<file path="src/rtl/maxunpool_stream.sv">
// maxunpool_stream: 2x2 max-unpool of a raster stream; the bottom row of each
// window is replayed from a one-row line buffer holding {data, idx}.
module maxunpool_stream #(
  parameter int DATA_W = 16,
  parameter int IN_DIM = 14
) (
  input  logic              clk,
  input  logic              rst,
  input  logic              in_valid,
  output logic              in_ready,
  input  logic [DATA_W-1:0] in_data,
  input  logic [1:0]        in_idx,
  output logic              out_valid,
  input  logic              out_ready,
  output logic [DATA_W-1:0] out_data,
  output logic              out_last,
  output logic              frame_done
);
  localparam int CW = $clog2(IN_DIM);
  typedef enum logic [1:0] {S_TOP_L, S_TOP_R, S_BOT_L, S_BOT_R} state_t;
  state_t state, state_n;
  logic [CW-1:0] col, col_n, row, row_n;
  logic [DATA_W-1:0] cur_data, out_data_n;
  logic [1:0] cur_idx;
  logic [DATA_W+1:0] line_buf [IN_DIM];
  logic [DATA_W+1:0] lb;
  logic out_valid_n, out_last_n, adv, take, col_end, row_end;
  assign adv = !out_valid || out_ready;
  assign in_ready = (state == S_TOP_L) && adv;
  assign take = in_ready && in_valid;
  assign frame_done = out_valid && out_ready && out_last;
  assign col_end = col == CW'(IN_DIM - 1);
  assign row_end = row == CW'(IN_DIM - 1);
  assign lb = line_buf[col];
  always_comb begin
    state_n = state;
    col_n = col;
    row_n = row;
    out_valid_n = out_valid;
    out_data_n = out_data;
    out_last_n = out_last;
    if (adv) begin
      out_valid_n = 1'b1;
      out_last_n = 1'b0;
      case (state)
        S_TOP_L: begin
          out_valid_n = in_valid;
          out_data_n = in_valid ? (in_idx == 2'd0 ? in_data : '0) : out_data;
          state_n = in_valid ? S_TOP_R : S_TOP_L;
        end
        S_TOP_R: begin
          out_data_n = cur_idx == 2'd1 ? cur_data : '0;
          col_n = col_end ? '0 : col + 1'b1;
          state_n = col_end ? S_BOT_L : S_TOP_L;
        end
        S_BOT_L: begin
          out_data_n = lb[1:0] == 2'd2 ? lb[DATA_W+1:2] : '0;
          state_n = S_BOT_R;
        end
        default: begin
          out_data_n = lb[1:0] == 2'd3 ? lb[DATA_W+1:2] : '0;
          out_last_n = col_end && row_end;
          col_n = col_end ? '0 : col + 1'b1;
          row_n = !col_end ? row : (row_end ? '0 : row + 1'b1);
          state_n = col_end ? S_TOP_L : S_BOT_L;
        end
      endcase
    end
  end
  always_ff @(posedge clk or posedge rst) begin
    if (rst) begin
      state <= S_TOP_L;
      col <= '0;
      row <= '0;
      out_valid <= 1'b0;
      out_data <= '0;
      out_last <= 1'b0;
      cur_data <= '0;
      cur_idx <= '0;
    end else begin
      state <= state_n;
      col <= col_n;
      row <= row_n;
      out_valid <= out_valid_n;
      out_data <= out_data_n;
      out_last <= out_last_n;
      if (take) {cur_data, cur_idx} <= {in_data, in_idx};
    end
  end
  // line buffer needs no reset: every entry is written before its replay
  always_ff @(posedge clk) begin
    if (take) line_buf[col] <= {in_data, in_idx};
  end
endmodule

</file>
<file path="config.mk">
export PLATFORM = sky130hd
export DESIGN_NAME = maxunpool_stream
export DESIGN_NICKNAME = d
export VERILOG_FILES = /design/src/rtl/maxunpool_stream.sv
export SDC_FILE = /design/constraint.sdc
export NUM_CORES = 1
export LEC_CHECK = 0
export CORE_MARGIN = 1
export CORE_UTILIZATION = 25
export CTS_BUF_LIST = sky130_fd_sc_hd__clkbuf_4 sky130_fd_sc_hd__clkbuf_8
export DETAILED_ROUTE_END_ITERATION = 7
export GPL_ROUTABILITY_DRIVEN = 0
export MAX_ROUTING_LAYER = met4
export PLACE_DENSITY = 0.46
export SETUP_SLACK_MARGIN = 0.4
export SYNTH_ARGS = -nofsm -noshare
export SYNTH_HDL_FRONTEND = slang
export SYNTH_SLANG_ARGS = --single-unit
</file>
<file path="constraint.sdc">
create_clock -name clk -period 4.6 [get_ports clk]
set_input_delay 0.92 -clock clk [delete_from_list [all_inputs] [get_ports clk]]
set_output_delay 0.92 -clock clk [all_outputs]
set_load 0.01 [all_outputs]
</file>
Word-level counts from Yosys, hierarchy flattened
Memories as Yosys holds them, arrays and structs flattened. Cells that the tools add are included.

Bits in writable memories: 252. Bits in registers: 46. Memories: 1. Word-level logic and storage cells: 51. Output and inout port bits: 20.

Memory list: line_buf (words 14, width 18, rd ports 1, clocked after memory_dff 0, write ports 1, line 25) `logic [DATA_W+1:0] line_buf [IN_DIM];`.

Reduce and logical (&&, ||, !) cells: 14. Bitwise operators: 2. Multiplexer cells: 16. Equal/unequal tests: 8. $add $sub $neg: 2.

Operator list (count): two-way mux 16 bit (5); one-hot mux 16 bit (3 select lines) (1); adder 4 x 1 -> 4 bit, second input constant (2); equality test 4 bit, second input constant (2); two-way mux 4 bit (2); equality test 2 bit, second input constant (3); one-hot mux 2 bit (3 select lines) (1); logical AND 1 bit (5); two-way mux 1 bit (5); equality test 2 x 1 -> 1 bit, second input constant (2); logical NOT 2 bit (2); two-way mux 2 bit (2); AND reduction 2 bit (2); AND reduction 3 bit (1); OR reduction 3 bit (1); inequality test 2 bit, second input constant (1); inverter 1 bit (2); OR reduction 2 bit (1); logical NOT 1 bit (1); logical OR 1 bit (1).

Logic depth before layout (Yosys ltp)
Gate-level depths: netlist (run 1).

Word-level depth: 6. Gate-level depth with buffers: 9. Depth with buffers taken out: 6.

Worst setup path after synthesis (run 1)
OpenSTA, ideal clock, no wires.

Path kind: input to register. From: in out_ready. To: mem line_buf[12][0] (netlist name) (enable). Library setup time: 0.439 ns. Cell stages on the path: 5. Data required time: 4.161 ns. Arrival: 3.756 ns. Path slack: 0.404 ns. Path through: nor2b_1 nor3_1 nand2_1 clkbuf_1 nor4_1.

Word-level cells in the longest chain between the ends: 5.

RTL lines: from (decl) (line 14) `input logic out_ready,`; logical OR 1 bit (line 28) `assign adv = !out_valid || out_ready;`; logical AND 1 bit (line 29) `assign in_ready = (state == S_TOP_L) && adv;`; via in_ready (line 10) `output logic in_ready,`; logical AND 1 bit (line 30) `assign take = in_ready && in_valid;`; two-way mux 1 bit (line 92) `if (take) line_buf[col] <= {in_data, in_idx};`; two-way mux 1 bit (implied by the code) (line 92); to (decl) (line 25).

The timed path passes the listed nets, and every way through them passes these cells.

Worst setup path in the final report (run 1)
From: in out_ready. To: out in_ready.

Word-level cells in the longest chain between the ends: 2.

RTL lines (line): logical OR 1 bit (28); logical AND 1 bit (29); to (decl) (10).

No other way between the ends.

==> impl_results.md, run 1 <==
* Slew HR at 0.377
* Hold depth at 1
* Core Area at around 0.047 mm2
* R2R cell count at 5
* IO Port Bufs at 41
* Period utilization at 0.792
* Post-CTS Setup Repair Bufs at 0
* Post-synthesis async set-or-reset flop share at 0.154
* Area Overhead vs Synth at 19.4%
* Post-Synth XOR/XNOR Area at 0.00220
* Synthesized instance count at around 650
* Endpoints failing hold at 0
* CTS tree: yes
* Post-Route WL at roughly 28000 um
* Overall Global Routing Usage at 0.122
* Synthesized Nets at roughly 670
* Failing checks: design-rule violations
* DRC Markers at 5
* Crit path kind: primary input to output port
* Grt total ovfl at 0
* Mux contribution to synthesized area at 0.153
* Reg clk slew, reported paths at about 0.060 ns
* Seq/Total Area, Yosys at 0.731
* Compound-Gate Fraction of Synth Area at 0.0585
* H-tree levels at 2
* Main combinational cell family by area after synthesis: multiplexers
* Clock root buffer: clkbuf_8
* Post-DP HPWL at roughly 18000 um
* Type of the most critical hold path: flip-flop to flip-flop
* Wire length of the first global-routing pass at 42600 um
* Mean Syn Cell Area at 18.4 um2
* WP data required at between 3 and 4 ns
* Via/cell ratio at approximately 4.5
* Synth Register Bits at 298
* CP Max Fanout at 6
* Chip width at 220 um
* WP data arrival at 2.72 ns
* Number of global-route vias before repair at about 6600
* Maximum vdd drop at 0.000214 V
* Unrepaired setup endpoints after global routing: false
* Ratio of cells with drive above 1 in the final layout at 0.301
* Min Tclk post-route at roughly 3.6 ns
* Outcome: finished with violations
* Pwr Total at between 8 and 9 mW
* Final setup vio count at 0
* R2R Path End: out_data[12]
* Crit start category: primary input
* Starting density of the core at 0.255
* Worst r2r src: col[0]
* Area after DPL at roughly 0.013 mm2
* Clock latency on the worst-skew pair at 0.57 ns
* TritonCTS buffer count at between 50 and 60
* DIE HEIGHT at 220 um
* Post-CTS Resized at 0
* Iteration-0 DRC Markers at 523
* Largest net degree at the start of global routing at 42
* Power Dens Cells at about 570 mW/mm2
* Synth warn at 0
* Post-synth EDFFs at 252
* Fillcell total at 4592
* NumNets Final at between 700 and 800
* Post-Syn Area at 0.0119 mm2
* R2R Setup Slk at roughly 1.5 ns
* Final antenna-violating net count at 0
* Worst slew pin tran at 0.933 ns
* Peak Freq at between 200 and 300 MHz
* CP endpoint kind: output port
* Initial antenna violation count at 0
* Hold EP: row[0]
* Lkg Pwr at between 4 and 5 nW
* Drt first pass iters at 8
* Via Count at 6216
* Top_reg_cell synth: edfxtp_1
* # Max-Cap Violations at 0
* Routed wire per std cell at around 20 um
* Row cnt at 79
* Final TNS setup at 0 ns
* Hold buffers post-CTS at 0
* Yosys cell types at slightly above 40
* Antenna diodes at 0
* Final instance area at 0.0142 mm2
* CTS Buffer Depth at 3
* Simple-Gate Fraction of Synth Area at 0.0369
* Min-delay src: row[0]
* Slew Limit Fails at 0
* Adder-Cell Fraction of Synth Area at 0
* Die area at between 0.04 and 0.05 mm2
* Ports at 42
* Num Clock Sinks at between 200 and 300
* Clk_skew at 0.0164 ns
-- metrics by stage --
stage	hold slack, ns	instances	worst slack [ns]	utilization
2_1_floorplan	0.437	647	0.404	-
3_3_place_gp	0.450	1292	0.935	0.283
3_5_place_dp	0.455	1292	0.929	0.283
4_1_cts	0.467	1387	0.977	0.304
5_1_grt	0.494	1387	0.939	0.304
6_report	0.466	1387	0.957	0.304
-- worst max-delay path, stage by stage --
cell	delay, ns
clkdlybuf4s50_1	0.47
nor2b_1	0.09
nor3_1	0.57
clkdlybuf4s50_1	0.67
-- sequential cells by signal, summed over array words and instances, names as in the netlist --
name	flops
col	4
cur_data	16
cur_idx	2
line_buf	252
out_data	16
out_last	1
out_valid	1
row	4
state	2
-- final cells by class --
| class | count | area, um2 | area share |
|---|---|---|---|
| multi-input cells | 306 | 3060 | 0.215 |
| clock buffers | 76 | 915 | 0.0643 |
| repair buffers | 76 | 673 | 0.0473 |
| inverters | 5 | 18.8 | 0.00132 |
| clock inverters | 19 | 78.8 | 0.00554 |
| well taps | 607 | 759 | 0.0534 |
| flip-flops and latches | 298 | 8730 | 0.613 |
-- cell usage in the layout (no fill, tap or decap), drive strengths merged, types with 5 or more instances in the layout --
| cell type | Yosys | layout |
|---|---|---|
| clkbuf | 15 | 76 |
| nand2b | 7 | 7 |
| a211oi | 15 | 15 |
| nand2 | 34 | 34 |
| o21ai | 21 | 21 |
| o22ai | 17 | 17 |
| clkinv | 0 | 18 |
| a221o | 15 | 15 |
| dfrtp | 46 | 46 |
| nor2 | 28 | 28 |
| clkdlybuf4s50 | 0 | 41 |
| mux4 | 50 | 50 |
| inv | 5 | 5 |
| mux2i | 26 | 26 |
| mux2 | 38 | 38 |
| a21oi | 16 | 16 |
| buf | 23 | 35 |
| nor3 | 9 | 9 |
| edfxtp | 252 | 252 |
-- power by group --
group          internal, mW  switching, mW  total (mW)
logic                  1.10           1.18        2.28
clock network          1.27           1.05        2.32
registers              3.21          0.350        3.56
-- layer usage --
layer | vias up | global-route usage | wire length, um
met1 | 3240 | 0.168 | 13400
met4 | 0 | 0.0386 | 554
met2 | 129 | 0.181 | 12600
met3 | 44 | 0.0224 | 1210
met5 | - | - | 0
li1 | 2803 | - | -
-- kinds of logic after synthesis --
group / count (synthesis)
xor+xnor: 3
mux: 114
flops: 298
compound gates: 95
simple gates: 94
buf+inv: 43
-- worst max path at each step --
stage | start | to | slack [ns] | cells past startpoint
after floorplan | out_ready | line_buf[12][0] | 0.40 | 5
after global placement | out_ready | line_buf[7][1] | 0.93 | 7
after CTS | out_ready | in_ready | 0.98 | 4
after detailed placement | out_ready | line_buf[6][0] | 0.93 | 7
final | out_ready | in_ready | 0.96 | 4
after global routing | out_ready | in_ready | 0.94 | 4
-- Yosys cell counts, types with 5 or more instances --
cell / count / area (um2)
a211oi_1: 5 / 37.5
a211oi_2: 10 / 125
a21oi_1: 16 / 80.1
a221o_1: 15 / 150
buf_2: 16 / 80.1
clkbuf_1: 15 / 56.3
dfrtp_1: 46 / 1150
edfxtp_1: 252 / 7570
inv_1: 5 / 18.8
mux2_2: 38 / 428
mux2i_1: 26 / 260
mux4_2: 48 / 1080
nand2_1: 34 / 128
nand2b_1: 7 / 43.8
nor2_1: 27 / 101
nor3_1: 9 / 45.0
o21ai_0: 21 / 105
o22ai_1: 17 / 106
Power figures use the tool's default switching activity.
==> run 2: changes to the inputs <==
PLACE_DENSITY = 0.48   (was 0.46)
clock period = 3.35 ns   (was 4.6 ns; I/O delays follow)
==> run 2 against run 1 <==
Against the previous run:
- the run still ends with design-rule violations left
- clock power grew 31%
- critical path type unchanged
- sequential power grew 34%
- sequential cell count is the same
- design area grew 0.76%
- critical endpoint unchanged
- power grew 36%
- sequential share of layout area shrank 0.46 points
- final cell count shrank 0.22%
- largest cell class unchanged
==> impl_results.md, run 2 (synthesis results as in run 1) <==
* Drt first pass iters at 7
* CTS tree: yes
* Power Dens Cells at about 780 mW/mm2
* Met3 Wirelength at around 1300 um
* Lkg Pwr at roughly 4.7 nW
* Register area at a little under 0.009 mm2
* Wire length of the first global-routing pass at 42300 um
* Top cell by count, worst path: clkdlybuf4s50_1
* Area Overhead vs Synth at 20.3%
* R2R Path End: out_data[3]
* Uppermost layer routed: met4
* Clk_skew at ~0.020 ns
* Top reg by flops: line_buf
* CTS Buffer Depth at 3
* Row cnt at 79
* # Max-Cap Violations at 0
* Number of global-route vias before repair at 6563
* Slew HR at 0.515
* Period utilization at 0.838
* H-tree levels at 2
* Overall Global Routing Usage at 0.121
* WP data required at 2.68 ns
* Clock latency on the worst-skew pair at between 0.5 and 0.6 ns
* Final antenna-violating net count at 0
* NumNets Final at between 700 and 800
* CP peak stage delay at 0.54 ns
* Crit start category: primary input
* Fillcell total at 4557
* Num Clock Sinks at slightly below 300
* Slew Limit Fails at 0
* Maximum vdd drop at 0.000289 V
* Worst setup endpoint: in_ready
* Grt total ovfl at 0
* Worst r2r src: col[1]
* Via/cell ratio at between 4 and 5
* Pwr Total at 11.1 mW
* Ratio of cells with drive above 1 in the final layout at 0.308
* Worst slew pin tran at around 0.73 ns
* DRC Markers at 3
* Inst Count DP at ~1300
* WP data arrival at roughly 2.1 ns
* CP Launch Point: out_ready
* CP endpoint kind: output port
* Unrepaired setup endpoints after global routing: false
* Final setup vio count at 0
* Type of the most critical hold path: flip-flop to flip-flop
* Post-route worst setup slack at 0.543 ns
* CP Cell Sequence: clkdlybuf4s50_1 > nor2b_1 > nor3_2 > buf_4 > clkdlybuf4s50_1
* Pre-CTS setup slack at 0.450 ns
* Outcome: finished with violations
* Crit path kind: primary input to output port
* Initial antenna violation count at 0
* Final Instance Count excl. Fillers at ~1400
* Endpoints failing hold at 0
* Via Count at 6208
* DIE HEIGHT at 220 um
* Post-Route WL at between 20000 and 30000 um
* Chip width at roughly 220 um
* Top flop regs: line_buf x252, cur_data x16, out_data x16
* CP max-delay cell: clkdlybuf4s50_1
* CP Max Fanout at 3
* Starting density of the core at 0.255
* Multi-input gate area at between 0.003 and 0.004 mm2
* TritonCTS buffer count at 50
* Reg clk slew, reported paths at approximately 0.06 ns
* Iteration-0 DRC Markers at 506
* Post-DP HPWL at 18000 um
* Hold buffers post-CTS at 0
* R2R Setup Slk at between 0.7 and 0.8 ns
* Commonest non-fill, non-tap cell in the layout: edfxtp_1
* Ports at 42
* Min Tclk post-route at approximately 2.8 ns
* Die area at around 0.049 mm2
* Antenna diodes at 0
* IO Port Bufs at 41
* Most frequent cells in the layout: edfxtp_1, clkbuf_8, mux4_2
* Routed wire per std cell at 19.9 um
* Core Area at roughly 0.047 mm2
* R2R cell count at 6
* Largest net degree at the start of global routing at 33
* Met1 WL at between 10000 and 15000 um
* Met2 WL post-DR at about 13000 um
* Clock root buffer: clkbuf_8
* Largest register FFs at about 250
* Failing checks: design-rule violations
* Peak Freq at 356 MHz
[run 2: cell types whose count changed in the layout (fill, tap and decap cells not counted), moves of 2 or more]
cell / previous run / this run
clkbuf_4: 21 / 13
buf_12: 0 / 7
clkinv_1: 15 / 9
clkinv_2: 3 / 7
nor3_4: 0 / 2
nor4_2: 3 / 1
nor4_4: 0 / 2
[run 2: power by group]
group / internal [mW] / switching [mW]
logic: 1.59 / 1.75
registers: 4.41 / 0.353
clock network: 1.62 / 1.41
[run 2: metrics by stage]
stage / TNS (ns) / hold WS (ns) / util / area [um2]
finish: 0 / 0.472 / 0.307 / 14300
global route: 0 / 0.489 / 0.307 / 14300
CTS: 0 / 0.476 / 0.307 / 14300
detailed placement: 0 / 0.459 / 0.287 / 13400
global placement: 0 / 0.454 / 0.287 / 13400
floorplan: -7.03 / 0.437 / - / 12000
[run 2: cell type report]
class	instances	area share
flip-flops and latches	298	0.608
multi-input cells	306	0.216
clock buffers	67	0.0586
repair buffers	83	0.0567
well taps	607	0.0530
clock inverters	18	0.00593
inverters	5	0.00131
[run 2: worst min path at each step]
| stage | from | endpoint | slack, ns | depth (start not counted) |
|---|---|---|---|---|
| 4_1_cts | row[0] | row[0] | 0.48 | 1 |
| 6_report | row[0] | row[0] | 0.47 | 1 |
| 2_1_floorplan | row[0] | row[0] | 0.44 | 1 |
| 3_5_place_dp | row[0] | row[0] | 0.46 | 1 |
| 3_3_place_gp | row[0] | row[0] | 0.45 | 1 |
| 5_1_grt | row[0] | row[0] | 0.49 | 1 |
[run 2: repair_timing]
item	in CTS	in global routing
setup buffers	0	0
gates resized for setup	0	1
setup endpoints to repair	0	1
[run 2: worst max-delay path, delay by kind of cell]
kind / cells / cell delay [ns]
buf+inv: 3 / 1.20
simple gates: 2 / 0.26
[run 2: metal layers]
metal | GRT usage | vias to the layer above
met4 | 0.0315 | 0
met5 | - | -
li1 | - | 2811
met1 | 0.171 | 3221
met3 | 0.0243 | 38
met2 | 0.177 | 138
==> run 3: changes to the inputs <==
PLACE_DENSITY = 0.46   (was 0.48)
clock period = 2.6 ns   (was 3.35 ns; I/O delays follow)
==> run 3 against run 2 <==
Against the previous run:
- highest routed layer unchanged
- via count rose by 6.2%
- largest power group unchanged
- hold slack worse by 0.23 ns
- utilization increased by 1.6 points
- design area increased by 5.2%
- sequential power rose by 26%
- die area unchanged
- first-iteration DRC count down 3.8%
- power up 38%
- sequential share of layout area fell by 3.0 points
- count of clock-buffer cells in the layout rose by 7
- non-clock buffer count rose by 58
- the run still ends with design-rule violations left
==> impl_results.md, run 3 (synthesis results as in run 1) <==
* CTS Buffer Depth at 3
* Endpoints failing hold at 0
* WP data arrival at 2.77 ns
* Slew Limit Fails at 0
* Most frequent cells in the layout: edfxtp_1, buf_4, clkbuf_8
* GR Layer Usage met2 at 0.198
* Crit start category: flip-flop
* Routed wire per std cell at approximately 22 um
* Ports at 42
* Reg clk slew, reported paths at about 0.070 ns
* Commonest non-fill, non-tap cell in the layout: edfxtp_1
* Post-route worst setup slack at 0.322 ns
* H-tree levels at 2
* Clock root buffer: clkbuf_8
* NumNets Final at around 830
* Via Count at between 6000 and 7000
* Grt total ovfl at 0
* DIE HEIGHT at 220 um
* Period utilization at 0.876
* Internal Power at roughly 10 mW
* Part of the power in registers at 0.389
* Iteration-0 DRC Markers at ~500
* TritonCTS buffer count at 52
* Type of the most critical hold path: primary input to async pin
* CP endpoint kind: flip-flop
* Clock group share of total power at 0.264
* Num Clock Sinks at between 200 and 300
* Post-Route WL at 32000 um
* Clk_skew at 0.0274 ns
* Switching Share at 0.322
* Ratio of cells with drive above 1 in the final layout at 0.395
* Number of global-route vias before repair at around 7000
* GR met1 Demand/Resource at 0.199
* Lkg Pwr at 5.11 nW
* Pre-CTS setup slack at about 0.083 ns
* Top reg by flops: line_buf
* IO Port Bufs at just over 40
* Min Tclk post-route at roughly 2.3 ns
* Antenna diodes at 0
* CTS tree: yes
* DRC Markers at 4
* Crit path kind: flip-flop to flip-flop
* Post-DP HPWL at 21100 um
* Die area at around 0.049 mm2
* Top flop regs: line_buf x252, cur_data x16, out_data x16
* Core Area at ~0.047 mm2
* # Max-Cap Violations at 0
* WP data required at 3.09 ns
* Largest register FFs at 252
* GRT busiest layer: met1
* Overall Global Routing Usage at 0.140
* Peak Freq at 439 MHz
* Drt first pass iters at 6
* Initial antenna violation count at 0
* Final antenna-violating net count at 0
* Final setup vio count at 0
* Starting density of the core at 0.255
* Worst slew pin tran at between 0.6 and 0.7 ns
* Sw Pwr at between 4 and 5 mW
* Pwr Total at 15.4 mW
* Via/cell ratio at about 4.5
* Unrepaired setup endpoints after global routing: true
* Worst hold slack at roughly 0.24 ns
* Fillcell total at roughly 4500
* Final TNS setup at 0 ns
* Row cnt at approximately 80
* Met3 Usage GRT at 0.0308
* Maximum vdd drop at 0.000338 V
* Chip width at between 200 and 250 um
* Power Dens Cells at 1020 mW/mm2
* Clock latency on the worst-skew pair at about 0.60 ns
* Wire length of the first global-routing pass at roughly 47000 um
* Combinational Power Share at 0.347
* Failing checks: design-rule violations
* Slew HR at 0.571
* Largest net degree at the start of global routing at between 50 and 60
* CP Max Fanout at 7
* Area Overhead vs Synth at 26.6%
* Outcome: finished with violations
[run 3: what timing repair did]
| action | 4_1_cts | 5_1_grt |
|---|---|---|
| setup endpoints to repair | 18 | 16 |
| hold buffers | 0 | 0 |
| cloned | 1 | 0 |
| resized for setup | 39 | 9 |
| pin swaps | 16 | 1 |
| setup buffers | 7 | 4 |
[run 3: layout make-up]
type / instances / area (um2) / share of cell area
multi-input cells: 306 / 3230 / 0.214
clock buffers: 74 / 887 / 0.0588
inverters: 5 / 18.8 / 0.00124
flip-flops and latches: 298 / 8730 / 0.578
repair buffers: 141 / 1380 / 0.0916
clock inverters: 19 / 83.8 / 0.00555
well taps: 607 / 759 / 0.0503
[run 3: worst paths after layout]
check,from,end,slack (ns),cells past startpoint
worst max-delay path,col[1],out_data[8],0.32,8
worst min-delay path,rst,col[2],0.24,2
worst max register to register,col[1],out_data[8],0.32,8
worst min register to register,row[0],row[0],0.46,1
max in group asynchronous,rst,cur_data[15],1.83,3
min in group clk,row[0],row[0],0.46,1
[run 3: per-layer routing]
metal  share of wire  vias up
li1                -     2936
met1            0.49     3441
met2            0.44      168
met3           0.053       50
met4           0.020        0
met5               0        -
[run 3: power by group through the flow]
stage | clock network (mW) | logic (mW) | registers (mW)
6_report | 4.06 | 5.35 | 5.99
3_5_place_dp | 0 | 4.97 | 6.13
5_1_grt | 4.39 | 5.75 | 6.05
4_1_cts | 4.22 | 5.34 | 6.00
2_1_floorplan | 0 | 3.12 | 5.98
3_3_place_gp | 0 | 4.98 | 6.13
[run 3: metrics by stage]
stage,cell area (um2),utilization,instances
after floorplan,12100,-,647
after global placement,13900,0.297,1345
after detailed placement,13900,0.297,1345
after CTS,15100,0.322,1446
after global routing,15100,0.323,1450
final,15100,0.323,1450
[run 3: worst max-delay path, cell delays in order (launching register included)]
cell	delay, ns
dfrtp_4	0.54
buf_6	0.16
mux2_4	0.30
mux2i_2	0.17
mux4_2	0.30
and4bb_4	0.28
buf_12	0.14
nand2_2	0.05
a211oi_2	0.21
